<file path="config.mk">
export PLATFORM = sky130hd
export DESIGN_NAME = mem_lsu_flat
export DESIGN_NICKNAME = d
export VERILOG_FILES = /design/src/rtl/mem_lsu_pkg.sv /design/src/rtl/mem_lsu_if.sv /design/src/rtl/mem_lsu_align.sv /design/src/rtl/mem_lsu.sv /design/src/flat_wrapper.sv
export SDC_FILE = /design/constraint.sdc
export NUM_CORES = 1
export LEC_CHECK = 0
export BUFFER_PORTS_ARGS = -buffer_cell sky130_fd_sc_hd__buf_2
export CAP_MARGIN = 0
export CORE_MARGIN = 3
export CORE_UTILIZATION = 59
export CTS_CLUSTER_SIZE = 40
export DETAILED_ROUTE_END_ITERATION = 10
export HOLD_SLACK_MARGIN = 0.15
export PLACE_DENSITY_LB_ADDON = 0.3
export SLEW_MARGIN = 20
export SYNTH_ARGS = -nofsm -noshare
export SYNTH_HDL_FRONTEND = slang
export SYNTH_HIERARCHICAL = 1
export SYNTH_SLANG_ARGS = --single-unit
</file>
<file path="constraint.sdc">
create_clock -name clk -period 7.08 [get_ports clk]
set_clock_uncertainty 0.05 [all_clocks]
set_input_delay 0.708 -clock clk [delete_from_list [all_inputs] [get_ports clk]]
set_output_delay 0.708 -clock clk [all_outputs]
set_load 0.01 [all_outputs]
</file>
<file path="src/rtl/mem_lsu_pkg.sv">
// ============================================================================
// Module : mem_lsu_pkg
// Brief  : Shared size encodings, FSM state type and lane constants for the LSU
// Rev    : 1.0
// ============================================================================
`default_nettype none

package mem_lsu_pkg;

    localparam logic [1:0] SZ_B = 2'd0;
    localparam logic [1:0] SZ_H = 2'd1;
    localparam logic [1:0] SZ_W = 2'd2;

    localparam int LANE_BYTES = 4;

    typedef enum logic [1:0] {
        IDLE = 2'd0,
        ACC0 = 2'd1,
        ACC1 = 2'd2,
        RESP = 2'd3
    } lsu_state_t;

    // Encoding 3 is illegal; it maps to 4 so the range check stays well formed.
    function automatic logic [2:0] size_nbytes(input logic [1:0] size);
        logic [2:0] nb;
        case (size)
            SZ_B:    nb = 3'd1;
            SZ_H:    nb = 3'd2;
            default: nb = 3'd4;
        endcase
        return nb;
    endfunction

endpackage

`default_nettype wire

</file>
<file path="src/rtl/mem_lsu_if.sv">
// ============================================================================
// Module : mem_lsu_if
// Brief  : Core request/response handshake plus data-memory port of the LSU
// Rev    : 1.0
// ============================================================================
`default_nettype none

interface mem_lsu_if #(
    parameter int DEPTH = 32
) ();
    localparam int AW = $clog2(DEPTH) + 2;

    logic          req_valid;
    logic          req_ready;
    logic          req_we;
    logic [1:0]    req_size;
    logic          req_unsigned;
    logic [31:0]   req_addr;
    logic [31:0]   req_wdata;
    logic          resp_valid;
    logic [31:0]   resp_rdata;
    logic          resp_err;
    logic [AW-1:0] mem_addr;
    logic [31:0]   mem_rdata;
    logic          mem_we;
    logic [3:0]    mem_wmask;
    logic [31:0]   mem_wdata;

    // Environment side: core pipeline plus the data memory.
    modport master (
        output req_valid, req_we, req_size, req_unsigned, req_addr, req_wdata,
        output mem_rdata,
        input  req_ready, resp_valid, resp_rdata, resp_err,
        input  mem_addr, mem_we, mem_wmask, mem_wdata
    );

    modport slave (
        input  req_valid, req_we, req_size, req_unsigned, req_addr, req_wdata,
        input  mem_rdata,
        output req_ready, resp_valid, resp_rdata, resp_err,
        output mem_addr, mem_we, mem_wmask, mem_wdata
    );

endinterface

`default_nettype wire

</file>
<file path="src/rtl/mem_lsu_align.sv">
// ============================================================================
// Module : mem_lsu_align
// Brief  : Combinational lane steering for stores and extraction/extension for loads
// Rev    : 1.0
// ============================================================================
`default_nettype none

module mem_lsu_align
    import mem_lsu_pkg::*;
(
    input  wire logic [1:0]  off,
    input  wire logic [1:0]  size,
    input  wire logic [31:0] wdata,
    input  wire logic [31:0] buf_lo,
    input  wire logic [31:0] buf_hi,
    input  wire logic        is_unsigned,
    output logic      [63:0] data64,
    output logic      [7:0]  mask8,
    output logic             crossing,
    output logic      [31:0] rdata
);

    logic [2:0]  w_nbytes;
    logic [4:0]  w_sh;
    logic [7:0]  w_base_mask;
    logic [31:0] w_v;

    assign w_nbytes = size_nbytes(size);
    assign w_sh     = {off, 3'b000};

    // Two adjacent words form a 64-bit window; the shift lands bytes in their lanes.
    assign data64   = {32'b0, wdata} << w_sh;
    assign crossing = ({1'b0, off} + w_nbytes) > 3'd4;

    always_comb begin
        case (size)
            SZ_B:    w_base_mask = 8'h01;
            SZ_H:    w_base_mask = 8'h03;
            default: w_base_mask = 8'h0F;
        endcase
    end

    assign mask8 = w_base_mask << off;

    assign w_v = 32'({buf_hi, buf_lo} >> w_sh);

    always_comb begin
        case (size)
            SZ_B:    rdata = is_unsigned ? {24'b0, w_v[7:0]}
                                         : {{24{w_v[7]}}, w_v[7:0]};
            SZ_H:    rdata = is_unsigned ? {16'b0, w_v[15:0]}
                                         : {{16{w_v[15]}}, w_v[15:0]};
            default: rdata = w_v;
        endcase
    end

endmodule

`default_nettype wire

</file>
<file path="src/rtl/mem_lsu.sv">
// ============================================================================
// Module : mem_lsu
// Brief  : Load/store initiator with word splitting, range check and load extension
// Rev    : 1.0
// ============================================================================
`default_nettype none

module mem_lsu
    import mem_lsu_pkg::*;
#(
    parameter int DEPTH = 32,
    parameter int WIDTH = 32
) (
    input  wire logic clk,
    input  wire logic rst,
    mem_lsu_if.slave  bus
);

    localparam int          AW    = $clog2(DEPTH) + 2;
    localparam logic [32:0] LIMIT = 33'(DEPTH * LANE_BYTES);

    lsu_state_t       r_state;
    lsu_state_t       w_next;

    logic [AW-1:0]    r_addr;
    logic [1:0]       r_size;
    logic             r_we;
    logic             r_uns;
    logic             r_err;
    logic [WIDTH-1:0] r_wdata;
    logic [WIDTH-1:0] r_buf_lo;
    logic [WIDTH-1:0] r_buf_hi;

    logic             w_accept;
    logic             w_illegal;
    logic [32:0]      w_last;
    logic [63:0]      w_data64;
    logic [7:0]       w_mask8;
    logic             w_cross;
    logic [31:0]      w_ext;
    logic [AW-1:0]    w_word0;

    logic             w_req_ready;
    logic             w_resp_valid;
    logic [31:0]      w_resp_rdata;
    logic             w_resp_err;
    logic [AW-1:0]    w_mem_addr;
    logic             w_mem_we;
    logic [3:0]       w_mem_wmask;
    logic [31:0]      w_mem_wdata;

    assign w_accept = bus.req_valid && (r_state == IDLE);

    // 33-bit sum so an address near 2^32 cannot wrap back into range.
    assign w_last    = {1'b0, bus.req_addr} + 33'(size_nbytes(bus.req_size)) - 33'd1;
    assign w_illegal = (bus.req_size == 2'd3) || (w_last >= LIMIT);

    assign w_word0 = {r_addr[AW-1:2], 2'b00};

    mem_lsu_align u_align (
        .off         (r_addr[1:0]),
        .size        (r_size),
        .wdata       (r_wdata),
        .buf_lo      (r_buf_lo),
        .buf_hi      (r_buf_hi),
        .is_unsigned (r_uns),
        .data64      (w_data64),
        .mask8       (w_mask8),
        .crossing    (w_cross),
        .rdata       (w_ext)
    );

    always_ff @(posedge clk) begin
        if (!rst) begin
            r_state <= IDLE;
        end else begin
            r_state <= w_next;
        end
    end

    always_comb begin
        w_next = r_state;
        case (r_state)
            IDLE: if (w_accept) w_next = w_illegal ? RESP : ACC0;
            ACC0: w_next = w_cross ? ACC1 : RESP;
            ACC1: w_next = RESP;
            RESP: w_next = IDLE;
            default: w_next = IDLE;
        endcase
    end

    always_ff @(posedge clk) begin
        if (!rst) begin
            r_addr   <= '0;
            r_size   <= '0;
            r_we     <= 1'b0;
            r_uns    <= 1'b0;
            r_err    <= 1'b0;
            r_wdata  <= '0;
            r_buf_lo <= '0;
            r_buf_hi <= '0;
        end else begin
            if (w_accept) begin
                r_addr  <= bus.req_addr[AW-1:0];
                r_size  <= bus.req_size;
                r_we    <= bus.req_we;
                r_uns   <= bus.req_unsigned;
                r_err   <= w_illegal;
                r_wdata <= bus.req_wdata;
            end
            if (r_state == ACC0 && !r_we) r_buf_lo <= bus.mem_rdata;
            if (r_state == ACC1 && !r_we) r_buf_hi <= bus.mem_rdata;
        end
    end

    always_comb begin
        w_req_ready  = 1'b0;
        w_resp_valid = 1'b0;
        w_resp_rdata = '0;
        w_resp_err   = 1'b0;
        w_mem_addr   = '0;
        w_mem_we     = 1'b0;
        w_mem_wmask  = '0;
        w_mem_wdata  = '0;
        case (r_state)
            IDLE: w_req_ready = 1'b1;
            ACC0: begin
                w_mem_addr = w_word0;
                if (r_we) begin
                    w_mem_we    = 1'b1;
                    w_mem_wmask = w_mask8[3:0];
                    w_mem_wdata = w_data64[31:0];
                end
            end
            ACC1: begin
                w_mem_addr = w_word0 + AW'(LANE_BYTES);
                if (r_we) begin
                    w_mem_we    = 1'b1;
                    w_mem_wmask = w_mask8[7:4];
                    w_mem_wdata = w_data64[63:32];
                end
            end
            RESP: begin
                w_resp_valid = 1'b1;
                w_resp_err   = r_err;
                w_resp_rdata = (r_err || r_we) ? 32'd0 : w_ext;
            end
            default: ;
        endcase
    end

    assign bus.req_ready  = w_req_ready;
    assign bus.resp_valid = w_resp_valid;
    assign bus.resp_rdata = w_resp_rdata;
    assign bus.resp_err   = w_resp_err;
    assign bus.mem_addr   = w_mem_addr;
    assign bus.mem_we     = w_mem_we;
    assign bus.mem_wmask  = w_mem_wmask;
    assign bus.mem_wdata  = w_mem_wdata;

endmodule

`default_nettype wire
</file>
<file path="src/flat_wrapper.sv">
// flat-port wrapper written by rule: the top's interface ports become plain ports
module mem_lsu_flat import mem_lsu_pkg::*;
#(
    parameter int DEPTH = 32,
    parameter int WIDTH = 32
)
  (clk, rst, bus_req_valid, bus_req_we, bus_req_size, bus_req_unsigned, bus_req_addr, bus_req_wdata, bus_mem_rdata, bus_req_ready, bus_resp_valid, bus_resp_rdata, bus_resp_err, bus_mem_addr, bus_mem_we, bus_mem_wmask, bus_mem_wdata);
  mem_lsu_if #(.DEPTH(DEPTH)) bus_i ();
  input  wire logic clk;
  input  wire logic rst;
  input wire logic [$bits(bus_i.req_valid)-1:0] bus_req_valid;
  input wire logic [$bits(bus_i.req_we)-1:0] bus_req_we;
  input wire logic [$bits(bus_i.req_size)-1:0] bus_req_size;
  input wire logic [$bits(bus_i.req_unsigned)-1:0] bus_req_unsigned;
  input wire logic [$bits(bus_i.req_addr)-1:0] bus_req_addr;
  input wire logic [$bits(bus_i.req_wdata)-1:0] bus_req_wdata;
  input wire logic [$bits(bus_i.mem_rdata)-1:0] bus_mem_rdata;
  output wire logic [$bits(bus_i.req_ready)-1:0] bus_req_ready;
  output wire logic [$bits(bus_i.resp_valid)-1:0] bus_resp_valid;
  output wire logic [$bits(bus_i.resp_rdata)-1:0] bus_resp_rdata;
  output wire logic [$bits(bus_i.resp_err)-1:0] bus_resp_err;
  output wire logic [$bits(bus_i.mem_addr)-1:0] bus_mem_addr;
  output wire logic [$bits(bus_i.mem_we)-1:0] bus_mem_we;
  output wire logic [$bits(bus_i.mem_wmask)-1:0] bus_mem_wmask;
  output wire logic [$bits(bus_i.mem_wdata)-1:0] bus_mem_wdata;
  assign bus_i.req_valid = bus_req_valid;
  assign bus_i.req_we = bus_req_we;
  assign bus_i.req_size = bus_req_size;
  assign bus_i.req_unsigned = bus_req_unsigned;
  assign bus_i.req_addr = bus_req_addr;
  assign bus_i.req_wdata = bus_req_wdata;
  assign bus_i.mem_rdata = bus_mem_rdata;
  assign bus_req_ready = bus_i.req_ready;
  assign bus_resp_valid = bus_i.resp_valid;
  assign bus_resp_rdata = bus_i.resp_rdata;
  assign bus_resp_err = bus_i.resp_err;
  assign bus_mem_addr = bus_i.mem_addr;
  assign bus_mem_we = bus_i.mem_we;
  assign bus_mem_wmask = bus_i.mem_wmask;
  assign bus_mem_wdata = bus_i.mem_wdata;
  mem_lsu #(.DEPTH(DEPTH), .WIDTH(WIDTH)) u_core (.clk(clk), .rst(rst), .bus(bus_i));
endmodule
</file>
==> metrics.txt, run 1 <==
status complete, no violations; clock latency at the later pin of the worst-skew pair roughly 0.35 ns; first-pass GRT wire length 40800 um; # diodes 0; Tightest Hold Check Type register to register; CTS clk-pin slew, worst paths about 0.070 ns; setup_tns 0 ns; Avg WL per Cell 17.4 um; Peak VDD IR 168 uV; DIE AREA 0.0165 sq mm; nets@finish between 1000 and 1500; layout cells sized above 1 0.206; kind of critical path primary input to register; Worst setup EP type register; Slew @ Worst Pin 1.04 ns; # fillers between 1000 and 1500; DRC 0; min cycle time layout 4.16 ns; CP max FO 4; TritonCTS Buffers 9; clock sink count 102; number of setup buffers added after CTS 0; Final Cell Area around 0.01 sq mm; Hold-fix buffers, CTS 0; total track usage 0.306; Placement Cell Area 0.00963 sq mm; Core Rows 44; P per Cell Area 252 mW/mm^2; Die Width 128 um; largest net degree at the start of global routing between 100 and 150; Buffers on Ports 179; post-DP HPWL 19200 um; post-DR vias/cell between 5 and 6; commonest non-fill, non-tap cell in the layout nand2_1; Hold Fails Final Rpt 0; Area Overhead vs Synth 12.7%; initial antenna violation count 0; GRT Residual Overflow 0; Critical Path AT 4.36 ns; Leakage Power 4.19 nW; Crit-path slowest cell or4_4; relative slew slack 0.309; RSZ-0062 raised after global routing no; Mapped Cells approximately 1200; CTS tree yes; f_max 0.241 GHz; 1st-iter DRT viols 867; H-tree depth 3; max-cap viol count 0; core box area 0.0146 sq mm; Starting Density 0.605; fin. max-slew vios 0; synthesized area per cell ~7.5 sq um; via count about 8800; Worst setup SP type primary input; drt total wl between 20000 and 30000 um; Post-Syn Area between 0.008 and 0.009 sq mm; most frequent cells in the layout nand2_1 (275), buf_2 (179), a21boi_0 (100), dfxtp_1 (100), nor2_1 (88); buffers and inverters on the worst path 3; max incr delay on CP ~0.5 ns; Initial DRT Pass Iterations 5; DRT antenna net count 0; CP top delay family simple AND/OR/NAND/NOR gates; io pins 182; vias in the first global route 8115; cell breakdown of the critical path buf_2 -> or2_2 -> ha_1 -> inv_1 -> ha_1 -> inv_1 -> fa_1 -> nor2b_1 -> o2111ai_1 -> a21oi_1 -> o22ai_2 -> o21bai_1 -> xor2_2 -> or4_4 -> nor4_4 -> a31oi_1 -> o21a_1; die height 128 um; # resized after CTS 0; root buf cell clkbuf_16; Worst EP required about 7.3 ns; Clock Path Buffers 2; synth warn 6; Placer Congestion 0.963; final setup fails 0; period utilisation layout 0.587
## power breakdown
part | switching, mW | internal (mW) | leakage [nW]
registers | 0.158 | 0.698 | 0.834
logic | 0.691 | 0.426 | 3.19
clock network | 0.248 | 0.288 | 0.159
total | 1.10 | 1.41 | 4.19
## layer usage
metal	track usage	up-vias	share of wire	wire length, um
li1	-	4300	-	-
met1	0.419	4129	0.43	11100
met2	0.484	354	0.46	11800
met3	0.0494	64	0.071	1830
met4	0.122	0	0.038	980
met5	0	-	0	0
## sequential cells by signal, indices dropped and copies added (netlist names)
name / count
u_core/r_buf_hi: 24
u_core/r_state: 2
u_core/r_we: 1
u_core/r_uns: 1
u_core/r_err: 1
u_core/r_size: 2
u_core/r_wdata: 32
u_core/r_addr: 7
u_core/r_buf_lo: 32
## final cells by class
class                      instances  area [sq um]  area share
multi-input combinational        936          6170       0.619
tap                              184           230      0.0231
clock inverter                     7          97.6     0.00980
inverter                          54           203      0.0204
sequential                       102          2050       0.206
timing repair buffer             191           986      0.0990
clock buffer                       9           225      0.0226
## stage by stage
| stage | worst slack [ns] | util | instances | hold WS [ns] | total power [mW] |
|---|---|---|---|---|---|
| 4_1_cts | 2.97 | 0.682 | 1483 | 0.417 | 2.50 |
| 6_report | 2.92 | 0.682 | 1483 | 0.417 | 2.51 |
| 2_1_floorplan | 3.09 | - | 1189 | 0.390 | 1.66 |
| 5_1_grt | 2.70 | 0.682 | 1483 | 0.452 | 2.67 |
| 3_3_place_gp | 2.72 | 0.660 | 1467 | 0.402 | 1.94 |
| 3_5_place_dp | 2.60 | 0.660 | 1467 | 0.407 | 1.97 |
## worst register-to-register path, cell delays in order, from the launching register on
cell	delay [ns]
dfxtp_4	0.81
buf_4	0.65
ha_1	0.25
inv_1	0.05
fa_1	0.37
xor2_1	0.15
a21oi_1	0.23
nor2b_1	0.07
o311a_1	0.28
## path summary, 6_finish.rpt
| kind | start | to | slack (ns) | depth (start not counted) |
|---|---|---|---|---|
| min | u_core/r_buf_hi[19] | u_core/r_buf_hi[19] | 0.42 | 2 |
| max | bus_req_size[1] | u_core/r_state[1] | 2.92 | 17 |
| min reg2reg | u_core/r_buf_hi[19] | u_core/r_buf_hi[19] | 0.42 | 2 |
| max reg2reg | u_core/r_addr[0] | u_core/r_state[0] | 4.06 | 8 |
No activity file was read; power rests on OpenSTA's default activity.
==> run 2, diff against run 1 <==
- ABC_AREA: not set -> 1
- CORE_UTILIZATION: 59 -> 52
- clock period: 7.08 -> 3.55 ns (I/O delays scaled with it)
==> metrics.txt, run 2 <==
status complete, no violations; Peak VDD IR 310 uV (+85%); via count 10895 (+23%); die height 142 um (+11%); Util after Layout 0.594 (-0.0879); R2R setup slack 1.24 ns (-2.82 ns); Worst EP required 3.14 ns (-4.14 ns); Post-Syn Area 0.00960 sq mm (+8.7%); commonest non-fill, non-tap cell in the layout nand2_1; RR Startpoint u_core/r_state[1]; GRT Residual Overflow 0 (unchanged); layout cells sized above 1 0.142 (-0.0645); P per Cell Area 580 mW/mm^2 (+130%); f_max 0.347 GHz; max incr delay on CP 0.49 ns (about the same); RSZ-0062 raised after global routing no; Hold-fix buffers, CTS 0 (unchanged); DRC 0 (unchanged); most frequent cells in the layout nand2_1 (544), nor2_1 (303), inv_1 (255); initial antenna violation count 0 (unchanged); nets@finish 2018 (+40%); number of setup buffers added after CTS 0 (unchanged); min cycle time layout 2.88 ns; worst hold path endpoint u_core/r_buf_lo[27]; post-DP HPWL 21800 um (+13%); Clock Path Buffers 2 (unchanged); Hold Fails Final Rpt 0 (unchanged); clock sink count 102 (unchanged); Leakage Power 5.84 nW (+39%); Initial DRT Pass Iterations 6 (+1); drt total wl 28700 um (+12%); Hold Path Stages 3 (+1); Buffers on Ports 179 (unchanged); Reg2Reg Depth 8 (unchanged); post-DR vias/cell 5.18 (-13%); setup_tns 0 ns (unchanged); CTS clk-pin slew, worst paths 0.07 ns (about the same); Slew @ Worst Pin 1.11 ns (+0.0731 ns); clock latency at the later pin of the worst-skew pair 0.34 ns (about the same); H-tree depth 3 (unchanged); Mapped Cells 1750 (+48%); CP max FO 25 (+21); largest net degree at the start of global routing 62 (-40%); core box area 0.0180 sq mm (+24%); Sw Ratio 0.489 (+0.0520); fin. max-slew vios 0 (unchanged); Die Width 142 um (+11%); io pins 182 (unchanged); synth warn 6 (unchanged); Crit-path slowest cell nand3_2; DRT antenna net count 0 (unchanged); Critical Path AT 2.47 ns (-1.89 ns); root buf cell clkbuf_16; capturing point of the worst reg2reg path u_core/r_buf_lo[28]; final setup fails 0 (unchanged); Reg power frac 0.299 (-0.042); Clock Power Share 0.163 (-0.050); Placer Congestion 0.981 (+1.9%); P_int 3.17 mW (+120%); Starting Density 0.533 (-0.0728); cell mode on critical path nand3_2; relative slew slack 0.259 (-0.0495); 1st-iter DRT viols 1012 (+17%); Tightest Hold Check Type primary input to register; # diodes 0 (unchanged); DIE AREA 0.0201 sq mm (+22%); biggest regs u_core/r_buf_lo (32), u_core/r_wdata (32), u_core/r_buf_hi (24); synthesized area per cell 5.49 sq um (-27%); max-cap viol count 0 (unchanged); Avg WL per Cell 13.7 um (-21%); # resized after CTS 0 (unchanged); TritonCTS Buffers 9 (unchanged); CTS tree yes; Worst setup SP type register; Area Overhead vs Synth 11.6%; worst hold start bus_mem_rdata[27]; cell breakdown of the critical path inv_2 -> nand2_2 -> nand3_2 -> nand3_2 -> o21ai_0 -> inv_1 -> nor2_1 -> buf_2; Sw Pwr 3.04 mW (+180%); Core Rows 49 (+11%); Worst setup EP type primary output; Comb power frac 0.538 (+0.093); first-pass GRT wire length 46300 um (+14%); vias in the first global route 9416 (+16%); total track usage 0.278 (-0.0282); kind of critical path register to primary output; period utilisation layout 0.811
==> run 2: final cells by class <==
cell class	instances	area, sq um
multi-input combinational	1304	6090
clock inverter	4	53.8
tap	229	287
inverter	261	982
timing repair buffer	194	1010
fill	1896	7310
sequential	102	2040
clock buffer	11	253
==> run 2: routing by layer <==
metal  GRT usage  share of wire  vias to the layer above  routed length [um]
li1            -              -                     5595                   -
met1       0.385           0.45                     4826               12900
met2       0.457           0.46                      435               13200
met3      0.0290          0.073                       39                2100
met4      0.0803          0.019                        0                 557
met5           0              0                        -                   0
==> run 2: stage by stage <==
stage	total power, mW	instances	cell area, sq um	setup WS (ns)	hold slack (ns)
finish	6.22	2105	10700	0.671	0.188
detailed placement	5.16	2090	10400	0.560	0.427
global route	6.77	2105	10700	0.491	0.197
CTS	6.18	2105	10700	0.686	0.181
floorplan	4.37	1759	9630	0.947	0.405
global placement	5.10	2090	10400	0.588	0.415
==> run 2: how the worst max path moves through the flow <==
stage                     startpoint                end  slack [ns]  cells past startpoint
global route        u_core/r_addr[0]  bus_resp_rdata[8]        0.49                      8
global placement     bus_req_size[1]       u_core/r_err        0.59                     23
detailed placement   bus_req_size[1]  u_core/r_state[1]        0.56                     23
CTS                 u_core/r_addr[0]  bus_resp_rdata[8]        0.69                      8
floorplan            bus_req_size[1]       u_core/r_err        0.95                     22
finish              u_core/r_addr[0]  bus_resp_rdata[8]        0.67                      8
==> run 2: power groups by stage <==
stage	registers, mW	clock network (mW)	logic [mW]
floorplan	1.77	0	2.60
global placement	1.85	0	3.24
detailed placement	1.87	0	3.29
CTS	1.84	1.03	3.30
global route	1.90	1.07	3.79
finish	1.86	1.01	3.34
==> run 2: worst max-delay path: cells and delay by family (launching register included) <==
kind	cells	cell delay, ns
buf+inv	3	0.58
compound gates	1	0.41
simple gates	4	0.80
flops	1	0.33
